<file path="src/rtl/systolic_array_ctrl_pkg.sv">
// Shared types and defaults for the systolic array controller.
// Holds the FSM state encoding and the default array geometry.
package sa_pkg;

  localparam int DEF_ARRAY_SIZE = 4;
  localparam int DEF_DATA_WIDTH = 8;

  typedef enum logic [2:0] {
    IDLE,
    CLEAR,
    FEED,
    FLUSH,
    DONE
  } sa_state_e;

endpackage

</file>
<file path="src/rtl/systolic_array_ctrl_if.sv">
// Control, operand-buffer and array-edge bundle of the controller.
// master is the controller side, slave the host/buffer/array side.
interface systolic_array_ctrl_if
  import sa_pkg::*;
#(
  parameter int N  = DEF_ARRAY_SIZE,
  parameter int DW = DEF_DATA_WIDTH
) ();

  localparam int AW = $clog2(N);

  logic            start;
  logic            abort;
  logic            busy;
  logic            done;
  logic            buf_rd_en;
  logic [AW-1:0]   buf_rd_addr;
  logic [N*DW-1:0] a_col_data;
  logic [N*DW-1:0] b_row_data;
  logic [N*DW-1:0] array_a;
  logic [N*DW-1:0] array_b;
  logic            array_en;
  logic            array_clr;

  modport master (
    input  start, abort,
    input  a_col_data, b_row_data,
    output busy, done,
    output buf_rd_en, buf_rd_addr,
    output array_a, array_b,
    output array_en, array_clr
  );

  modport slave (
    output start, abort,
    output a_col_data, b_row_data,
    input  busy, done,
    input  buf_rd_en, buf_rd_addr,
    input  array_a, array_b,
    input  array_en, array_clr
  );

endinterface

</file>
<file path="src/rtl/systolic_array_ctrl_skew_buffer.sv">
// Triangular delay line: lane i is delayed by i cycles.
// Lane 0 is a straight wire; clr zeroes every stage.
module skew_buffer
  import sa_pkg::*;
#(
  parameter int N          = DEF_ARRAY_SIZE,
  parameter int DATA_WIDTH = DEF_DATA_WIDTH
) (
  input  logic                    clk,
  input  logic                    clr,
  input  logic [N*DATA_WIDTH-1:0] din,
  output logic [N*DATA_WIDTH-1:0] dout
);

  localparam int DW = DATA_WIDTH;

  assign dout[DW-1:0] = din[DW-1:0];

  for (genvar i = 1; i < N; i++) begin : g_lane
    logic [DW-1:0] sr_q [i];
    logic [DW-1:0] sr_d [i];

    always_comb begin
      sr_d[0] = din[i*DW +: DW];
      for (int s = 1; s < i; s++) begin
        sr_d[s] = sr_q[s-1];
      end
    end

    always_ff @(posedge clk) begin
      if (clr) begin
        sr_q <= '{default: '0};
      end else begin
        sr_q <= sr_d;
      end
    end

    assign dout[i*DW +: DW] = sr_q[i-1];
  end

endmodule

</file>
<file path="src/rtl/systolic_array_ctrl.sv">
// Sequencer for an NxN output-stationary systolic array:
// reads operand buffers, skews the edges and reports completion.
module systolic_array_ctrl
  import sa_pkg::*;
#(
  parameter int ARRAY_SIZE = DEF_ARRAY_SIZE,
  parameter int DATA_WIDTH = DEF_DATA_WIDTH
) (
  input logic                   clk,
  input logic                   reset,
  systolic_array_ctrl_if.master bus
);

  localparam int N  = ARRAY_SIZE;
  localparam int DW = DATA_WIDTH;
  localparam int AW = $clog2(N);
  localparam int CW = $clog2(3*N);

  localparam logic [CW-1:0] FEED_END  = CW'(N-1);
  localparam logic [CW-1:0] FLUSH_END = CW'(3*N-2);

  sa_state_e     state_q, state_d;
  logic [CW-1:0] cnt_q, cnt_d;
  logic [AW-1:0] addr_q, addr_d;
  logic          busy_q, busy_d;
  logic          done_q, done_d;
  logic          rd_en_q, rd_en_d;
  logic          en_q, en_d;
  logic          clr_q, clr_d;
  logic          vld_q, vld_d;

  logic            abort_hit;
  logic            skew_clr;
  logic [N*DW-1:0] a_lane, b_lane;
  logic [N*DW-1:0] a_skew, b_skew;

  assign abort_hit = bus.abort &
    (state_q inside {CLEAR, FEED, FLUSH});

  always_comb begin
    state_d = state_q;
    cnt_d   = cnt_q;
    unique case (state_q)
      IDLE: begin
        cnt_d = '0;
        if (bus.start) state_d = CLEAR;
      end
      CLEAR: begin
        cnt_d   = '0;
        state_d = FEED;
      end
      FEED: begin
        cnt_d = cnt_q + 1'b1;
        if (cnt_q == FEED_END) state_d = FLUSH;
      end
      FLUSH: begin
        cnt_d = cnt_q + 1'b1;
        if (cnt_q == FLUSH_END) state_d = DONE;
      end
      DONE: begin
        cnt_d   = '0;
        state_d = IDLE;
      end
      default: begin
        cnt_d   = '0;
        state_d = IDLE;
      end
    endcase
    if (abort_hit) begin
      state_d = IDLE;
      cnt_d   = '0;
    end
  end

  // Outputs decode the next state so they line up with state_q.
  always_comb begin
    busy_d  = state_d != IDLE;
    done_d  = state_d == DONE;
    rd_en_d = state_d == FEED;
    addr_d  = rd_en_d ? cnt_d[AW-1:0] : '0;
    en_d    = state_d inside {FEED, FLUSH};
    clr_d   = state_d == CLEAR;
    vld_d   = rd_en_q & ~abort_hit;
  end

  always_ff @(posedge clk) begin
    if (reset) begin
      state_q <= IDLE;
      cnt_q   <= '0;
      addr_q  <= '0;
      busy_q  <= 1'b0;
      done_q  <= 1'b0;
      rd_en_q <= 1'b0;
      en_q    <= 1'b0;
      clr_q   <= 1'b0;
      vld_q   <= 1'b0;
    end else begin
      state_q <= state_d;
      cnt_q   <= cnt_d;
      addr_q  <= addr_d;
      busy_q  <= busy_d;
      done_q  <= done_d;
      rd_en_q <= rd_en_d;
      en_q    <= en_d;
      clr_q   <= clr_d;
      vld_q   <= vld_d;
    end
  end

  // Buffer data is only trusted the cycle after a FEED read.
  assign a_lane   = vld_q ? bus.a_col_data : '0;
  assign b_lane   = vld_q ? bus.b_row_data : '0;
  assign skew_clr = reset | abort_hit | clr_q;

  skew_buffer #(
    .N          (N),
    .DATA_WIDTH (DW)
  ) u_skew_a (
    .clk  (clk),
    .clr  (skew_clr),
    .din  (a_lane),
    .dout (a_skew)
  );

  skew_buffer #(
    .N          (N),
    .DATA_WIDTH (DW)
  ) u_skew_b (
    .clk  (clk),
    .clr  (skew_clr),
    .din  (b_lane),
    .dout (b_skew)
  );

  assign bus.busy        = busy_q;
  assign bus.done        = done_q;
  assign bus.buf_rd_en   = rd_en_q;
  assign bus.buf_rd_addr = addr_q;
  assign bus.array_en    = en_q;
  assign bus.array_clr   = clr_q;
  assign bus.array_a     = en_q ? a_skew : '0;
  assign bus.array_b     = en_q ? b_skew : '0;

endmodule

</file>
<file path="src/flat_wrapper.sv">
// flat-port wrapper written by rule: the top's interface ports become plain ports
module systolic_array_ctrl_flat import sa_pkg::*;
#(
  parameter int ARRAY_SIZE = DEF_ARRAY_SIZE,
  parameter int DATA_WIDTH = DEF_DATA_WIDTH
)
  (clk, reset, bus_start, bus_abort, bus_a_col_data, bus_b_row_data, bus_busy, bus_done, bus_buf_rd_en, bus_buf_rd_addr, bus_array_a, bus_array_b, bus_array_en, bus_array_clr);
  systolic_array_ctrl_if #(.N(4), .DW(8)) bus_i ();
  input logic clk;
  input logic reset;
  input wire logic [$bits(bus_i.start)-1:0] bus_start;
  input wire logic [$bits(bus_i.abort)-1:0] bus_abort;
  input wire logic [$bits(bus_i.a_col_data)-1:0] bus_a_col_data;
  input wire logic [$bits(bus_i.b_row_data)-1:0] bus_b_row_data;
  output wire logic [$bits(bus_i.busy)-1:0] bus_busy;
  output wire logic [$bits(bus_i.done)-1:0] bus_done;
  output wire logic [$bits(bus_i.buf_rd_en)-1:0] bus_buf_rd_en;
  output wire logic [$bits(bus_i.buf_rd_addr)-1:0] bus_buf_rd_addr;
  output wire logic [$bits(bus_i.array_a)-1:0] bus_array_a;
  output wire logic [$bits(bus_i.array_b)-1:0] bus_array_b;
  output wire logic [$bits(bus_i.array_en)-1:0] bus_array_en;
  output wire logic [$bits(bus_i.array_clr)-1:0] bus_array_clr;
  assign bus_i.start = bus_start;
  assign bus_i.abort = bus_abort;
  assign bus_i.a_col_data = bus_a_col_data;
  assign bus_i.b_row_data = bus_b_row_data;
  assign bus_busy = bus_i.busy;
  assign bus_done = bus_i.done;
  assign bus_buf_rd_en = bus_i.buf_rd_en;
  assign bus_buf_rd_addr = bus_i.buf_rd_addr;
  assign bus_array_a = bus_i.array_a;
  assign bus_array_b = bus_i.array_b;
  assign bus_array_en = bus_i.array_en;
  assign bus_array_clr = bus_i.array_clr;
  systolic_array_ctrl #(.ARRAY_SIZE(ARRAY_SIZE), .DATA_WIDTH(DATA_WIDTH)) u_core (.clk(clk), .reset(reset), .bus(bus_i));
endmodule
</file>
<file path="config.mk">
export PLATFORM = sky130hd
export DESIGN_NAME = systolic_array_ctrl_flat
export DESIGN_NICKNAME = d
export VERILOG_FILES = /design/src/rtl/systolic_array_ctrl_pkg.sv /design/src/rtl/systolic_array_ctrl_if.sv /design/src/rtl/systolic_array_ctrl_skew_buffer.sv /design/src/rtl/systolic_array_ctrl.sv /design/src/flat_wrapper.sv
export SDC_FILE = /design/constraint.sdc
export NUM_CORES = 1
export LEC_CHECK = 0
export CORE_ASPECT_RATIO = 1.5
export CORE_UTILIZATION = 25
export CTS_BUF_LIST = sky130_fd_sc_hd__clkbuf_8
export CTS_CLUSTER_SIZE = 20
export DETAILED_ROUTE_END_ITERATION = 7
export PLACE_DENSITY = 0.57
export SETUP_SLACK_MARGIN = 0.02
export SYNTH_ARGS = -nofsm -noshare
export SYNTH_HDL_FRONTEND = slang
export SYNTH_SLANG_ARGS = --single-unit
</file>
<file path="constraint.sdc">
create_clock -name clk -period 1.6 [get_ports clk]
set_input_delay 0.4 -clock clk [delete_from_list [all_inputs] [get_ports clk]]
set_output_delay 0.4 -clock clk [all_outputs]
set_load 0.05 [all_outputs]
</file>
## After elaboration in Yosys (flattened, before gate mapping)

Index checks and enable logic that the tools add are counted.

| cells by class | value |
|---|---|
| $add $sub $neg | 1 |
| $mul | 0 |
| divide/modulo/power cells | 0 |
| order comparisons | 0 |
| eq/ne operators | 9 |
| shift-type cells | 0 |
| mux-type cells | 11 |
| bitwise operators | 8 |
| reductions and logical operators | 8 |

Operators with widths:

| operator | number |
|---|---|
| $mux W32 | 2 |
| $mux W8 | 2 |
| $eq A3 B2 Y1 const B | 4 |
| $mux W3 | 4 |
| $pmux W3 S4 | 1 |
| $eq A3 B1 Y1 const B | 2 |
| $reduce_bool A3 Y1 | 2 |
| $reduce_or A2 Y1 | 3 |
| $add A4 B1 Y4 const B | 1 |
| $eq A4 B2 Y1 const B | 1 |
| $eq A4 B4 Y1 const B | 1 |
| $mux W2 | 2 |
| $not A1 Y1 | 4 |
| $eq A3 B3 Y1 const B | 1 |
| $logic_not A3 Y1 | 1 |
| $reduce_or A3 Y1 | 1 |
| $and A1 B1 Y1 | 2 |
| $or A1 B1 Y1 | 2 |
| $reduce_bool A2 Y1 | 1 |

| storage, ports and cells | value |
|---|---|
| bits in registers | 111 |
| latch bits | 0 |
| memory bits (writable) | 0 |
| bits in read-only memories | 0 |
| input port bits | 68 |
| output and inout bits | 71 |
| logic and storage cells | 59 |
| memories kept | 0 |

## Logic depth before layout (Yosys ltp)

Gate-level depths: netlist of the first run.

| logic depth | value |
|---|---|
| depth after elaboration | 7 |
| gate-level depth with buffers | 6 |
| gate-level depth less buffers | 5 |

## Hierarchy

A second synthesis of the first run with hierarchy kept.

| unflattened totals | value |
|---|---|
| cell total of the unflattened synthesis | 418 |
| area, all modules | 4150.2 um2 |

Modules (own cells, without submodules):

| module | instances | cells an instance | area each (um2) | sequential area each (um2) |
|---|---|---|---|---|
| skew_buffer | 2 | 109 | 1365.1 | 960.9 |
| systolic_array_ctrl | 1 | 200 | 1420.1 | 300.3 |

## Least setup slack after synthesis of the first run

OpenSTA, ideal clock, no wires.

| path | value |
|---|---|
| path type | flip-flop to output port |
| start | reg u_core.en_q (netlist: u_core.bus.array_en) |
| end | out bus_array_a[0] |
| arrival time | 1580 ps |
| data required time | 1200 ps |
| setup slack | -380 ps |
| cell stages (with the launch flop) | 4 |
| buffers on the path | 2 |
| cell sequence | dfxtp_1 > clkbuf_1 > clkbuf_1 > and3_1 |

| on the way | value |
|---|---|
| cells in the longest elaborated chain, start to end | 1 |

RTL lines:

| element | RTL line | RTL |
|---|---|---|
| from (decl) | systolic_array_ctrl.sv:28 | `logic en_q, en_d;` |
| from (signal assigned) | systolic_array_ctrl.sv:104 | `en_q <= en_d;` |
| $mux W32 | systolic_array_ctrl.sv:141 | `assign bus.array_a = en_q ? a_skew : '0;` |
| to (decl) | flat_wrapper.sv:19 | `output wire logic [$bits(bus_i.array_a)-1:0] bus_array_a;` |

Every way passes these cells.

## Worst setup path after layout of the first run

| path | value |
|---|---|
| start | reg u_core.en_q (netlist: u_core.bus.array_en) |
| end | out bus_array_b[2] |

| on the way | value |
|---|---|
| cells in the longest elaborated chain, start to end | 1 |

RTL lines:

| element | RTL line | RTL |
|---|---|---|
| $mux W32 | systolic_array_ctrl.sv:142 | `assign bus.array_b = en_q ? b_skew : '0;` |
| to (decl) | flat_wrapper.sv:20 | `output wire logic [$bits(bus_i.array_b)-1:0] bus_array_b;` |

Every way passes these cells.

==> results_dict.tcl, run 1 <==
set metrics [dict create \
    synth_top_flop_cell "dfxtp_1" \
    start_util_pct 25.76 \
    worst_slew_pin_slew_ps 385.0 \
    gr-usage-met3_pct 2.812 \
    yosys-top-cells-area "dfxtp_1 61%, and2_1 17%, and3_1 11%, buf_6 1.9%, clkbuf_1 1.6%" \
    cts-root-buf "clkbuf_8" \
    tritoncts "yes" \
    post_dp_cell_area_um2 6100 \
    viasPerCell 3.926 \
    diodes 0 \
    use_met2_pct 19.86 \
    fmaxAchievable_mhz 589.5 \
    nNetsFinal 537 \
    p_total_mw 4.956 \
    drtAntennaViolNets 0 \
    synth_top_area_share_pct 61.37 \
    netlist_area_um2 3621 \
    worstPathMaxFanout 24 \
    hp-class "register to register" \
    final_max_slew_viol_count 0 \
    yosysSeqAreaShare_pct 61.37 \
    grt.total_usage_pct 11.75 \
    setup_viol 64 \
    fin_setup_tns_ps -3291 \
    layout_min_cycle_time_ps 1696 \
    rsz0062_at_grt "true" \
    gp_congestion 0.7919 \
    crit_top_cell "buf_12" \
    fin_skew_ps 12.52 \
    design_area_um2 6339 \
    wl_mm 8.563 \
    wl_per_cell_um 12.90 \
    grt_max_degree 63 \
    avgSynthCellArea_um2 10.84 \
    dieArea_um2 14980 \
    async_flop_share_pct 0 \
    worstSetupEndpointType "output port" \
    p_clk_share_pct 36.8 \
    core_um2 14060 \
    yosys.area.top_type "dfxtp_1" \
    cp.arrival_ps 1300 \
    violations "setup timing" \
    drive_above_1_share_pct 34.75 \
    comb_power_share_pct 6.9 \
    maxSlewHeadroom_pct 74.33 \
    cts_sinks 111 \
    intPower_mw 3.868 \
    grt_pass1_vias 2554 \
    critPathSlowestCell "dfxtp_4" \
    portBuffers 138 \
    ios 139 \
    ys_ff_latch 111 \
    critPathKind "register to output port" \
    synth_cells 334 \
    vdd_drop_max_uv 548.0 \
    first_pass_iters 4 \
    met1_usage_pct 13.60 \
    setup_slack_ps -96.48 \
    htreeDepth 3 \
    num_rows 53 \
    antenna_found_initial 0 \
    syn2layout_area_growth_pct 75.05 \
    die_h_um 149.4 \
    hpwl_mm 6.207 \
    p_leak_nw 2.673 \
    powerDensity_nw_per_um2 781.9 \
    clk_pin_slew_ps 100 \
    grt_busiest_layer "met2" \
    clockBufferDepth 2 \
    outcome "finished with violations" \
    drt_iter0_drc 99 \
    crit_required_ps 1200 \
    hold_viol 0 \
    cp_cell_sequence "buf_12 > and3_1 > buf_12" \
    yosysWarningCount 0 \
    synth.distinct_cells 24 \
    insertion_delay_ps 370 \
    switching_share_pct 21.95 \
    slowest_delay_ps 390 \
    grt_overflow 0 \
    fin_crit_sh_pct 106.0 \
    synthTopCellsByCount "111 x dfxtp_1, 97 x and2_1, 65 x and3_1" \
    cp-start-kind "register" \
    synth.most_common_cell "dfxtp_1" \
    synth_nets 404 \
    grt_pass1_wl_mm 13.06 \
    vias 2607 \
    die_w_um 100.3 \
    p_seq_share_pct 56.3 \
    maxCapViolCount 0 \
    synth_edf_count 0 \
    numCtsBuffers 9 \
    hold-worst-slack_ps 424.7 \
    drc 0 \
    p_sw_mw 1.088 \
    pre_cts_slack_ps -295.0 \
]
## layout by cell type (no fill, tap or decap), types with 2 or more instances in the layout
master	instances
and3_4	15
nor3b_1	2
and2_1	49
nor4_1	3
nor2_1	7
buf_4	7
nor3_1	5
clkbuf_8	9
dfxtp_1	109
and2_4	48
clkinv_2	2
inv_1	3
ha_1	2
clkdlybuf4s50_1	67
and3_1	50
dfxtp_4	2
nand3b_1	2
buf_12	74
bufinv_16	2
## path summary, 6_finish.rpt
| kind | startpoint | cells after the start | to | slack (ps) |
|---|---|---|---|---|
| setup / recovery | u_core.bus.array_en | 3 | bus_array_b[2] | -100 |
| hold / removal | u_core.u_skew_a.g_lane[3].sr_d[10] | 1 | u_core.u_skew_a.g_lane[3].sr_d[2] | 420 |
| setup reg to reg | u_core.state_q[1] | 4 | u_core.u_skew_a.g_lane[2].sr_d[3] | 140 |
| hold reg to reg | u_core.u_skew_a.g_lane[3].sr_d[10] | 1 | u_core.u_skew_a.g_lane[3].sr_d[2] | 420 |
## kinds of logic after synthesis
| family | share of synthesized area (%) |
|---|---|
| AO/OA/AOI/OAI | 1.624 |
| XOR/XNOR | 0.4838 |
| adder cells (fa/ha/maj) | 0.6910 |
| buffers and inverters | 4.423 |
| flip-flops | 61.37 |
| AND/OR/NAND/NOR | 31.41 |
## through the flow
stage | util, % | std cells
2_1_floorplan | - | 334
3_3_place_gp | 43.39 | 647
3_5_place_dp | 43.39 | 647
4_1_cts | 45.02 | 664
5_1_grt | 45.09 | 664
6_report | 45.09 | 664
## flip-flops by register name, indices dropped and copies added (netlist names)
name / flops
u_core.u_skew_a.dout: 16
u_core.bus.array_en: 1
u_core.bus.busy: 1
u_core.vld_q: 1
u_core.u_skew_a.g_lane.sr_d: 24
u_core.u_skew_b.dout: 16
u_core.bus.done: 1
u_core.u_skew_b.g_lane.sr_q: 8
u_core.bus.buf_rd_en: 1
u_core.bus.array_clr: 1
u_core.state_q: 3
u_core.cnt_q: 4
u_core.u_skew_a.g_lane.sr_q: 8
u_core.bus.buf_rd_addr: 2
u_core.u_skew_b.g_lane.sr_d: 24
## power by group through the flow
stage	registers [mW]	logic [mW]	clock network, mW
after floorplan	2.87	0.116	0
after global placement	2.86	0.336	0
after detailed placement	2.86	0.343	0
after CTS	2.79	0.348	1.89
after global routing	2.79	0.370	2.00
final	2.79	0.343	1.82
## area by class of cell
cell class	instances	area [um2]
Multi-Input combinational cell	194	1434
Clock buffer	9	123.9
Inverter	3	11.26
Tap cell	192	240.2
Clock inverter	7	95.09
Fill cell	1346	7720
Sequential cell	111	2230
Timing Repair Buffer	148	2205
## worst max-delay path, delay by kind of cell, from the launching register on
kind          cells  cell delay [ps]
flops             1              390
buf+inv           2              320
simple gates      1              210
## timing repair
action                                  4_1_cts  5_1_grt
setup buffers                                 1        0
endpoints found under the setup margin       57       64
pin swaps                                     0        4
hold buffers                                  0        0
gates resized for setup                       1        2
## routing by layer
metal / share of wire [%] / routed length, um
met1: 42 / 3604
met2: 52 / 4416
met3: 4.3 / 367
met4: 2.0 / 174
met5: 0 / 0
No activity file was read; power rests on OpenSTA's default activity.
==> run 2, diff against run 1 <==
==> constraint.sdc (replaced) <==
create_clock -name clk -period 2.1 [get_ports clk]
set_input_delay 0.525 -clock clk [delete_from_list [all_inputs] [get_ports clk]]
set_output_delay 0.525 -clock clk [all_outputs]
set_load 0.05 [all_outputs]
==> run 2 against run 1 <==
- the flow now finishes without violations
- sequential share of layout area rose by 1.7 points
- hold slack improved by 8.4 ps
- via count increased by 0.42%
- final area down 4.8%
- die area unchanged
- worst setup slack better by 190 ps
- power fell by 26%
- critical path type unchanged
==> results_dict.tcl, run 2 (synthesis results as in run 1) <==
set metrics [dict create \
    core_um2 14060 \
    whs_endpoint "u_core.u_skew_a.dout[26]" \
    final_cell_mix "109 x dfxtp_1, 97 x and2_1, 69 x clkdlybuf4s50_1" \
    hold_viol 0 \
    dieArea_um2 14980 \
    hold_depth 1 \
    worstPathMaxFanout 1 \
    cp_cell_sequence "clkdlybuf4s50_1" \
    setup_slack_ps 88.62 \
    die_w_um 100.3 \
    grt_pass1_wl_mm 13.11 \
    rr_worst_depth 4 \
    p_total_mw 3.654 \
    hpwl_mm 6.019 \
    fmaxAchievable_mhz 497.2 \
    die_h_um 149.4 \
    fin_crit_sh_pct 95.78 \
    vias 2618 \
    cpLargestDelayFamily "buffers and inverters" \
    grt_overflow 0 \
    critPathKind "register to output port" \
    maxCapViolCount 0 \
    drt_iter0_drc 62 \
    portBuffers 138 \
    hold_start "u_core.u_skew_a.g_lane[3].sr_d[2]" \
    clockBufferDepth 2 \
    cp.arrival_ps 1490 \
    numCtsBuffers 9 \
    powerDensity_nw_per_um2 605.7 \
    p_leak_nw 2.579 \
    postCtsSetupRepairBufs 0 \
    start_util_pct 25.76 \
    first_pass_iters 4 \
    grt.total_usage_pct 11.59 \
    cts_sinks 111 \
    reg2reg_to "u_core.u_skew_b.g_lane[2].sr_d[6]" \
    nNetsFinal 532 \
    tritoncts "yes" \
    fin_skew_ps 6.027 \
    setup_viol 0 \
    drc 0 \
    grt_pass1_vias 2594 \
    ios 139 \
    final_max_slew_viol_count 0 \
    clk_pin_slew_ps 100 \
    outcome "completed" \
    final_common_cell "dfxtp_1" \
    hp-class "register to register" \
    diodes 0 \
    pre_cts_slack_ps 110.5 \
    syn2layout_area_growth_pct 66.62 \
    worst_slew_pin_slew_ps 518.8 \
    num_rows 53 \
    rsz0062_at_grt "false" \
    crit_buf_inv 1 \
    r2r_slack_ps 630 \
    maxSlewHeadroom_pct 65.30 \
    drive_above_1_share_pct 22.48 \
    ctsHoldBuffers 0 \
    vdd_drop_max_uv 267.7 \
    wl_per_cell_um 12.57 \
    layout_min_cycle_time_ps 2011 \
    slowest_delay_ps 810 \
    viasPerCell 3.973 \
    grt_max_degree 53 \
    cp-start-kind "register" \
    fin_setup_tns_ps 0 \
    cts-root-buf "clkbuf_8" \
    rr_startpoint "u_core.state_q[1]" \
    crit_required_ps 1570 \
    antenna_found_initial 0 \
    critPathSlowestCell "clkdlybuf4s50_1" \
    gp_congestion 0.7635 \
    worstSetupEndpointType "output port" \
    htreeDepth 3 \
    drtAntennaViolNets 0 \
    wl_mm 8.284 \
    nFillCells 1377 \
    insertion_delay_ps 360 \
]
==> run 2: routing by layer <==
layer | up-vias | wire length [um] | share of wire [%] | GRT usage, %
li1 | 1334 | - | - | -
met3 | 10 | 361 | 4.4 | 3.140
met1 | 1200 | 3568 | 43 | 13.17
met5 | - | 0 | 0 | 0
met2 | 74 | 4208 | 51 | 20.14
met4 | 0 | 145 | 1.8 | 5.072
==> run 2: layout make-up <==
type                       instances  area, um2  area share (%)
tap                              192      240.2           3.982
inverter                           3      11.26          0.1866
clock inverter                     7      81.33           1.348
timing repair buffer             143       2098           34.78
clock buffer                       9      123.9           2.053
multi-input combinational        194       1254           20.78
sequential                       111       2225           36.87
==> run 2: repair_timing <==
item	4_1_cts	5_1_grt
endpoints found under the hold margin	0	0
setup endpoints to repair	1	0
gates resized for setup	1	0
==> run 2: per-stage QoR <==
| stage | utilization (%) | area, um2 | hold WS [ps] | std cells |
|---|---|---|---|---|
| detailed placement | 41.46 | 5829 | 409.7 | 643 |
| CTS | 42.92 | 6033 | 434.4 | 659 |
| global placement | 41.46 | 5829 | 408.6 | 643 |
| global route | 42.92 | 6033 | 451.2 | 659 |
| floorplan | - | 3636 | 405.7 | 334 |
| finish | 42.92 | 6033 | 433.1 | 659 |
==> run 2: how the worst max path moves through the flow <==
| stage | to | startpoint | depth (start not counted) | slack [ps] |
|---|---|---|---|---|
| 2_1_floorplan | bus_array_a[10] | u_core.bus.array_en | 3 | 30 |
| 3_3_place_gp | u_core.u_skew_a.g_lane[2].sr_d[6] | bus_abort | 5 | 150 |
| 6_report | bus_busy | u_core.bus.busy | 1 | 90 |
| 3_5_place_dp | u_core.u_skew_b.g_lane[2].sr_d[6] | bus_abort | 5 | 110 |
| 5_1_grt | bus_done | u_core.bus.done | 1 | 30 |
| 4_1_cts | bus_busy | u_core.bus.busy | 1 | 40 |
==> run 2: worst register-to-register path, stage by stage (launching register included) <==
cell      delay, ps
dfxtp_1         390
o21a_4          260
a211oi_4        340
buf_12          230
and3_1          200
==> run 2: power by group <==
part / total [mW] / switching (mW) / internal (mW)
clock network: 1.28 / 0.718 / 0.566
registers: 2.13 / 0.0101 / 2.12
logic: 0.243 / 0.0960 / 0.147
